$ cat src/rtl/alu_arbiter_pkg.sv
// Shared constants and types for the round-robin ALU arbiter.
// Mode encodings, the sequencer state set and the datapath width.
package alu_arbiter_pkg;

  localparam int ALU_W = 8;

  localparam logic [1:0] ALU_ADD = 2'd0;
  localparam logic [1:0] ALU_SUB = 2'd1;
  localparam logic [1:0] ALU_AND = 2'd2;
  localparam logic [1:0] ALU_OR  = 2'd3;

  typedef enum logic [1:0] {
    IDLE = 2'd0,
    LOAD = 2'd1,
    EXEC = 2'd2
  } state_e;

endpackage

$ cat src/rtl/alu_arbiter_if.sv
// Requester-side bundle of the shared ALU: per-requester request, operands and mode,
// plus the arbiter's grant/done/result/flags returned to the requesters.
interface alu_arbiter_if #(
  parameter int N = 4,
  parameter int W = 8
);
  logic [N-1:0]   req;
  logic [N*W-1:0] left;
  logic [N*W-1:0] right;
  logic [N*2-1:0] mode;
  logic [N-1:0]   grant;
  logic [N-1:0]   done;
  logic [W-1:0]   result;
  logic           carry;
  logic           zero;
  logic           busy;

  modport master (
    output req, left, right, mode,
    input  grant, done, result, carry, zero, busy
  );

  modport slave (
    input  req, left, right, mode,
    output grant, done, result, carry, zero, busy
  );
endinterface

$ cat src/rtl/alu_arbiter_alu8_core.sv
// Combinational 8-bit ALU shared by all requesters.
// carry is the add carry-out or the subtract borrow; logic modes clear it.
module alu8_core
  import alu_arbiter_pkg::*;
(
  input  logic [ALU_W-1:0] left,
  input  logic [ALU_W-1:0] right,
  input  logic [1:0]       mode,
  output logic [ALU_W-1:0] result,
  output logic             carry
);

  logic [ALU_W:0] wide_s;

  // Bit 8 of the 9-bit difference is set exactly when right > left (unsigned).
  always_comb begin
    wide_s = {(ALU_W+1){1'b0}};
    result = {ALU_W{1'b0}};
    carry  = 1'b0;
    case (mode)
      ALU_ADD: begin
        wide_s = {1'b0, left} + {1'b0, right};
        result = wide_s[ALU_W-1:0];
        carry  = wide_s[ALU_W];
      end
      ALU_SUB: begin
        wide_s = {1'b0, left} - {1'b0, right};
        result = wide_s[ALU_W-1:0];
        carry  = wide_s[ALU_W];
      end
      ALU_AND: result = left & right;
      ALU_OR:  result = left | right;
      default: begin
        result = {ALU_W{1'b0}};
        carry  = 1'b0;
      end
    endcase
  end

endmodule

$ cat src/rtl/alu_arbiter.sv
// Round-robin sequencer sharing one alu8_core among N requesters:
// IDLE picks a winner and latches its operands, LOAD registers the ALU output, EXEC hands back done.
module alu_arbiter
  import alu_arbiter_pkg::*;
#(
  parameter int N = 4,
  parameter int W = ALU_W
) (
  input  logic clk,
  input  logic reset,
  alu_arbiter_if.slave bus
);

  localparam int PW = $clog2(N);

  localparam logic [1:0] ST_IDLE = IDLE;
  localparam logic [1:0] ST_LOAD = LOAD;
  localparam logic [1:0] ST_EXEC = EXEC;

  logic [1:0]    state_r;
  logic [PW-1:0] ptr_r;
  logic [PW-1:0] owner_r;
  logic [N-1:0]  grant_r;
  logic [N-1:0]  done_r;
  logic          busy_r;
  logic [W-1:0]  left_r;
  logic [W-1:0]  right_r;
  logic [1:0]    mode_r;
  logic [W-1:0]  result_r;
  logic          carry_r;
  logic          zero_r;

  logic [W-1:0]  left_a_s  [N];
  logic [W-1:0]  right_a_s [N];
  logic [1:0]    mode_a_s  [N];
  logic [PW:0]   sum_s;
  logic [PW-1:0] idx_s;
  logic [PW-1:0] win_s;
  logic          any_req_s;
  logic [W-1:0]  alu_result_s;
  logic          alu_carry_s;

  for (genvar i = 0; i < N; i++) begin : g_unpack
    assign left_a_s[i]  = bus.left[i*W +: W];
    assign right_a_s[i] = bus.right[i*W +: W];
    assign mode_a_s[i]  = bus.mode[i*2 +: 2];
  end

  // Scan downward so the last hit kept is the nearest set bit at or above ptr (mod N).
  always_comb begin
    win_s     = {PW{1'b0}};
    any_req_s = 1'b0;
    sum_s     = {(PW+1){1'b0}};
    idx_s     = {PW{1'b0}};
    for (int k = N - 1; k >= 0; k--) begin
      sum_s     = {1'b0, ptr_r} + (PW+1)'(k);
      idx_s     = (sum_s >= (PW+1)'(N)) ? PW'(sum_s - (PW+1)'(N)) : sum_s[PW-1:0];
      any_req_s = any_req_s | bus.req[idx_s];
      win_s     = bus.req[idx_s] ? idx_s : win_s;
    end
  end

  alu8_core u_alu (
    .left   (left_r),
    .right  (right_r),
    .mode   (mode_r),
    .result (alu_result_s),
    .carry  (alu_carry_s)
  );

  // Sequencer, pointer, operand latches and output registers.
  always_ff @(posedge clk) begin
    if (!reset) begin
      state_r  <= ST_IDLE;
      ptr_r    <= {PW{1'b0}};
      owner_r  <= {PW{1'b0}};
      grant_r  <= {N{1'b0}};
      done_r   <= {N{1'b0}};
      busy_r   <= 1'b0;
      left_r   <= {W{1'b0}};
      right_r  <= {W{1'b0}};
      mode_r   <= 2'd0;
      result_r <= {W{1'b0}};
      carry_r  <= 1'b0;
      zero_r   <= 1'b1;
    end else begin
      done_r <= {N{1'b0}};
      case (state_r)
        ST_IDLE: begin
          if (any_req_s) begin
            state_r <= ST_LOAD;
            busy_r  <= 1'b1;
            owner_r <= win_s;
            grant_r <= N'(1) << win_s;
            left_r  <= left_a_s[win_s];
            right_r <= right_a_s[win_s];
            mode_r  <= mode_a_s[win_s];
          end else begin
            state_r <= ST_IDLE;
          end
        end
        ST_LOAD: begin
          state_r  <= ST_EXEC;
          result_r <= alu_result_s;
          carry_r  <= alu_carry_s;
          zero_r   <= (alu_result_s == {W{1'b0}});
        end
        ST_EXEC: begin
          state_r <= ST_IDLE;
          busy_r  <= 1'b0;
          done_r  <= grant_r;
          grant_r <= {N{1'b0}};
          ptr_r   <= (owner_r == PW'(N - 1)) ? {PW{1'b0}} : owner_r + PW'(1);
        end
        default: begin
          state_r <= ST_IDLE;
          busy_r  <= 1'b0;
          grant_r <= {N{1'b0}};
        end
      endcase
    end
  end

  assign bus.grant  = grant_r;
  assign bus.done   = done_r;
  assign bus.busy   = busy_r;
  assign bus.result = result_r;
  assign bus.carry  = carry_r;
  assign bus.zero   = zero_r;

endmodule

$ cat src/flat_wrapper.sv
// flat-port wrapper written by rule: the top's interface ports become plain ports
module alu_arbiter_flat import alu_arbiter_pkg::*;
#(
  parameter int N = 4,
  parameter int W = ALU_W
)
  (clk, reset, bus_req, bus_left, bus_right, bus_mode, bus_grant, bus_done, bus_result, bus_carry, bus_zero, bus_busy);
  alu_arbiter_if #(.N(N), .W(W)) bus_i ();
  input  logic clk;
  input  logic reset;
  input wire logic [$bits(bus_i.req)-1:0] bus_req;
  input wire logic [$bits(bus_i.left)-1:0] bus_left;
  input wire logic [$bits(bus_i.right)-1:0] bus_right;
  input wire logic [$bits(bus_i.mode)-1:0] bus_mode;
  output wire logic [$bits(bus_i.grant)-1:0] bus_grant;
  output wire logic [$bits(bus_i.done)-1:0] bus_done;
  output wire logic [$bits(bus_i.result)-1:0] bus_result;
  output wire logic [$bits(bus_i.carry)-1:0] bus_carry;
  output wire logic [$bits(bus_i.zero)-1:0] bus_zero;
  output wire logic [$bits(bus_i.busy)-1:0] bus_busy;
  assign bus_i.req = bus_req;
  assign bus_i.left = bus_left;
  assign bus_i.right = bus_right;
  assign bus_i.mode = bus_mode;
  assign bus_grant = bus_i.grant;
  assign bus_done = bus_i.done;
  assign bus_result = bus_i.result;
  assign bus_carry = bus_i.carry;
  assign bus_zero = bus_i.zero;
  assign bus_busy = bus_i.busy;
  alu_arbiter #(.N(N), .W(W)) u_core (.clk(clk), .reset(reset), .bus(bus_i));
endmodule
$ cat config.mk
export PLATFORM = sky130hd
export DESIGN_NAME = alu_arbiter_flat
export DESIGN_NICKNAME = d
export VERILOG_FILES = /design/src/rtl/alu_arbiter_pkg.sv /design/src/rtl/alu_arbiter_if.sv /design/src/rtl/alu_arbiter_alu8_core.sv /design/src/rtl/alu_arbiter.sv /design/src/flat_wrapper.sv
export SDC_FILE = /design/constraint.sdc
export NUM_CORES = 1
export LEC_CHECK = 0
export CAP_MARGIN = 20
export CORE_MARGIN = 4
export CORE_UTILIZATION = 40
export CTS_CLUSTER_DIAMETER = 50
export DETAILED_ROUTE_END_ITERATION = 10
export MAX_ROUTING_LAYER = met4
export PLACE_DENSITY = 0.71
export SYNTH_ARGS = -nofsm -noshare
export SYNTH_HDL_FRONTEND = slang
export SYNTH_SLANG_ARGS = --single-unit
$ cat constraint.sdc
create_clock -name clk -period 2.9 [get_ports clk]
set_clock_uncertainty 0.1 [all_clocks]
set_input_delay 0.29 -clock clk [delete_from_list [all_inputs] [get_ports clk]]
set_output_delay 0.29 -clock clk [all_outputs]
set_load 0.02 [all_outputs]
==> metrics.md <==
| Metric | Value |
|---|---|
| Num CTS Buffers | 5 |
| Peak supply drop | 0.2024 mV |
| Pwr Total | 2.025 mW |
| Crit path arrival time | 2.75 ns |
| Die width | 95.33 um |
| Worst hold margin | 0.3580 ns |
| Synth Area in Simple Gates | 16.90% |
| Dpl hpwl | 6.428 mm |
| Relative slew slack | 65.23% |
| Final wirelength | 7.800 mm |
| Slowest stage delay, CP | 0.43 ns |
| Pwr Density | 475.3 nW/um^2 |
| Post-synthesis register bit count | 43 |
| Largest family of logic cells by synthesized area | compound AO/OA/AOI/OAI gates |
| Wirelength per Cell | 13.98 um |
| Syn Nets | 472 |
| Worst setup margin | 0.2943 ns |
| Fmax | 0.3838 GHz |
| Post-synthesis mux area share | 14.19% |
| # fillers | 659 |
| Commonest non-fill, non-tap cells in the layout | clkdlybuf4s50_1, nand2_1, dfxtp_1, mux2i_1, nor2_1 |
| Largest net degree at the start of global routing | 37 |
| Final Critical Period | 2.606 ns |
| Design Area, Final | 4259 um^2 |
| CP Class | reg -> reg |
| Most used DFF post-synth | dfxtp_1 |
| Yosys warnings | 0 |
| CP Capture Type | flip-flop |
| H-tree levels | 2 |
| Total track usage | 18.71% |
| CP required | 3.04 ns |
| Layout net count | 563 |
| Leakage | 1.899 nW |
| Syn_area_per_cell | 8.312 um^2 |
| FF-to-FF Start | u_core.left_r[4]$_SDFFE_PN0P_ |
| Diode count | 0 |
| Clock Latency Late Sink | 0.30 ns |
| CORE AREA | 7331 um^2 |
| Filler-free cell count of the finished design | 558 |
| Clock buffer depth | 2 |
| Cells along the critical path | inv_1 > ha_1 > nor2b_2 > or4_1 > o221a_1 > or3_1 > a311oi_1 > o21a_1 |
| Post-route DRC | 0 |
| Placed insts | 549 |
| Netlist cell types | 52 |
| Yosys top cell by area | dfxtp_1 |
| Fin crit share | 89.85% |
| Hold buffers post-CTS | 0 |
| Startpoint types | flip-flop |
| P&R area growth vs syn | 39.62% |
| First-pass GRT wire length | 13.14 mm |
| Synth area leaders | dfxtp_1, mux2i_1, ha_1 |
| Final core occ | 58.10% |
| Max-slew violations | 0 |
| Antenna violations before repair | 0 |
| Initial Util | 41.61% |
| Post-Synth XOR/XNOR Area | 1.436% |
| Routability cong. | 0.9080 |
| Worst slack, placed | 0.2850 ns |
| Synth Area in Adders | 11.57% |
| Number of global-route vias before repair | 2,889 |
| Die height | 95.33 um |
| RSZ-0062 raised after global routing | false |
| Row count | 31 |
| Synth Instances | 367 |
| Total die area | 9087 um^2 |
| Gates resized, CTS repair | 0 |
| Post-CTS Repair Setup Buffers | 0 |
| Tightest Pin Transition | 0.5150 ns |
| Crit Path Max Fanout | 7 |
| Root Buffer | clkbuf_8 |
| Dpl cell area | 4125 um^2 |
| Router iterations before antenna repair | 6 |
| Fraction of registers with async set/reset | 0% |
| Post-route ant nets | 0 |
| Worst hold path class | reg -> reg |
| Clock transition at path regs | 0.08 ns |
| CTS tree | built |
| # clock sinks | 43 |
| Sequential area share after synthesis | 28.22% |
| Min-delay src | u_core.bus.result[3]$_SDFFE_PN0P_ |
| Fraction of the mapped netlist area in compound gates | 21.70% |
| Hold Violations, Final | 0 |
| Crit-path slowest cell | ha_1 |
| Cell Area, Synth | 3050 um^2 |
| I/O Buffers | 96 |
| Layout cells sized above 1 | 5.011% |
| Outcome | finished clean |
| Ports | 97 |
| EDFF count, synth | 0 |
| Global route overflow | 0 |
| Setup TNS | 0 ns |
| Finish-stage setup viols | 0 |
| Max-cap violations | 0 |
| Crit path launch | u_core.left_r[4]$_SDFFE_PN0P_ |
| Post-synth top area share | 28.22% |
| Commonest non-fill, non-tap cell in the layout | clkdlybuf4s50_1 |
| 1st-iter DRT viols | 158 |
| Detailed-route via count | 2,929 |
| Vias per Instance | 5.249 |
## layout make-up
| type | instances | area, um^2 | area share [%] |
|---|---|---|---|
| clock buffers | 6 | 82.58 | 1.939 |
| flip-flops and latches | 43 | 860.8 | 20.21 |
| inverters | 25 | 93.84 | 2.203 |
| clock inverters | 2 | 38.79 | 0.9107 |
| repair buffers | 104 | 1033 | 24.27 |
| multi-input cells | 279 | 2026 | 47.56 |
| well taps | 99 | 123.9 | 2.908 |
## registers in the layout (all words and copies together) (netlist names)
register and flops:
u_core.bus.result 8, u_core.left_r 8, u_core.right_r 8, u_core.bus.done 4, u_core.bus.grant 4, u_core.mode_r 2
u_core.owner_r 2, u_core.ptr_r 2, u_core.state_r 2, u_core.bus.busy 1, u_core.bus.carry 1, u_core.bus.zero 1
## cell families after synthesis
group / after synthesis
AO/OA/AOI/OAI: 88
flip-flops: 43
AND/OR/NAND/NOR: 117
XOR/XNOR: 5
adder cells (fa/ha/maj): 27
multiplexers: 42
buffers and inverters: 45
## routing by layer
metal / part of all wire (%) / track usage, %
met4: 0.83 / 4.688
met5: 0 / -
met1: 47 / 23.41
met2: 47 / 31.60
met3: 4.9 / 2.762
## worst max-delay path, delay by kind of cell, from the launching register on
kind | cells | cell delay, ns
flops | 1 | 0.42
compound gates | 3 | 0.68
simple gates | 3 | 0.85
fa+ha+maj | 1 | 0.43
buf+inv | 1 | 0.07
## worst paths after layout
path | end | slack [ns] | depth (start not counted)
worst min-delay path | u_core.bus.result[3]$_SDFFE_PN0P_ | 0.36 | 2
worst min register to register | u_core.bus.result[3]$_SDFFE_PN0P_ | 0.36 | 2
worst max register to register | u_core.bus.result[7]$_SDFFE_PN0P_ | 0.29 | 8
worst max-delay path | u_core.bus.result[7]$_SDFFE_PN0P_ | 0.29 | 8
## power breakdown
part	switching [mW]	total, mW	internal (mW)
Combinational	0.408	0.811	0.403
Clock	0.214	0.497	0.283
Sequential	0.0631	0.716	0.653
## Yosys cell counts, types with 3 or more instances
| master | number |
|---|---|
| a211oi_1 | 7 |
| a21oi_1 | 19 |
| a32o_1 | 18 |
| and3_1 | 5 |
| buf_2 | 5 |
| clkbuf_1 | 13 |
| dfxtp_1 | 43 |
| ha_1 | 25 |
| inv_1 | 24 |
| mux2i_1 | 41 |
| nand2_1 | 55 |
| nand2b_1 | 5 |
| nand3_1 | 7 |
| nor2_1 | 28 |
| nor2b_1 | 6 |
| nor3_1 | 3 |
| o211a_1 | 3 |
| o21ai_0 | 13 |
| xnor2_1 | 3 |
(Power assumes the default switching activity.)
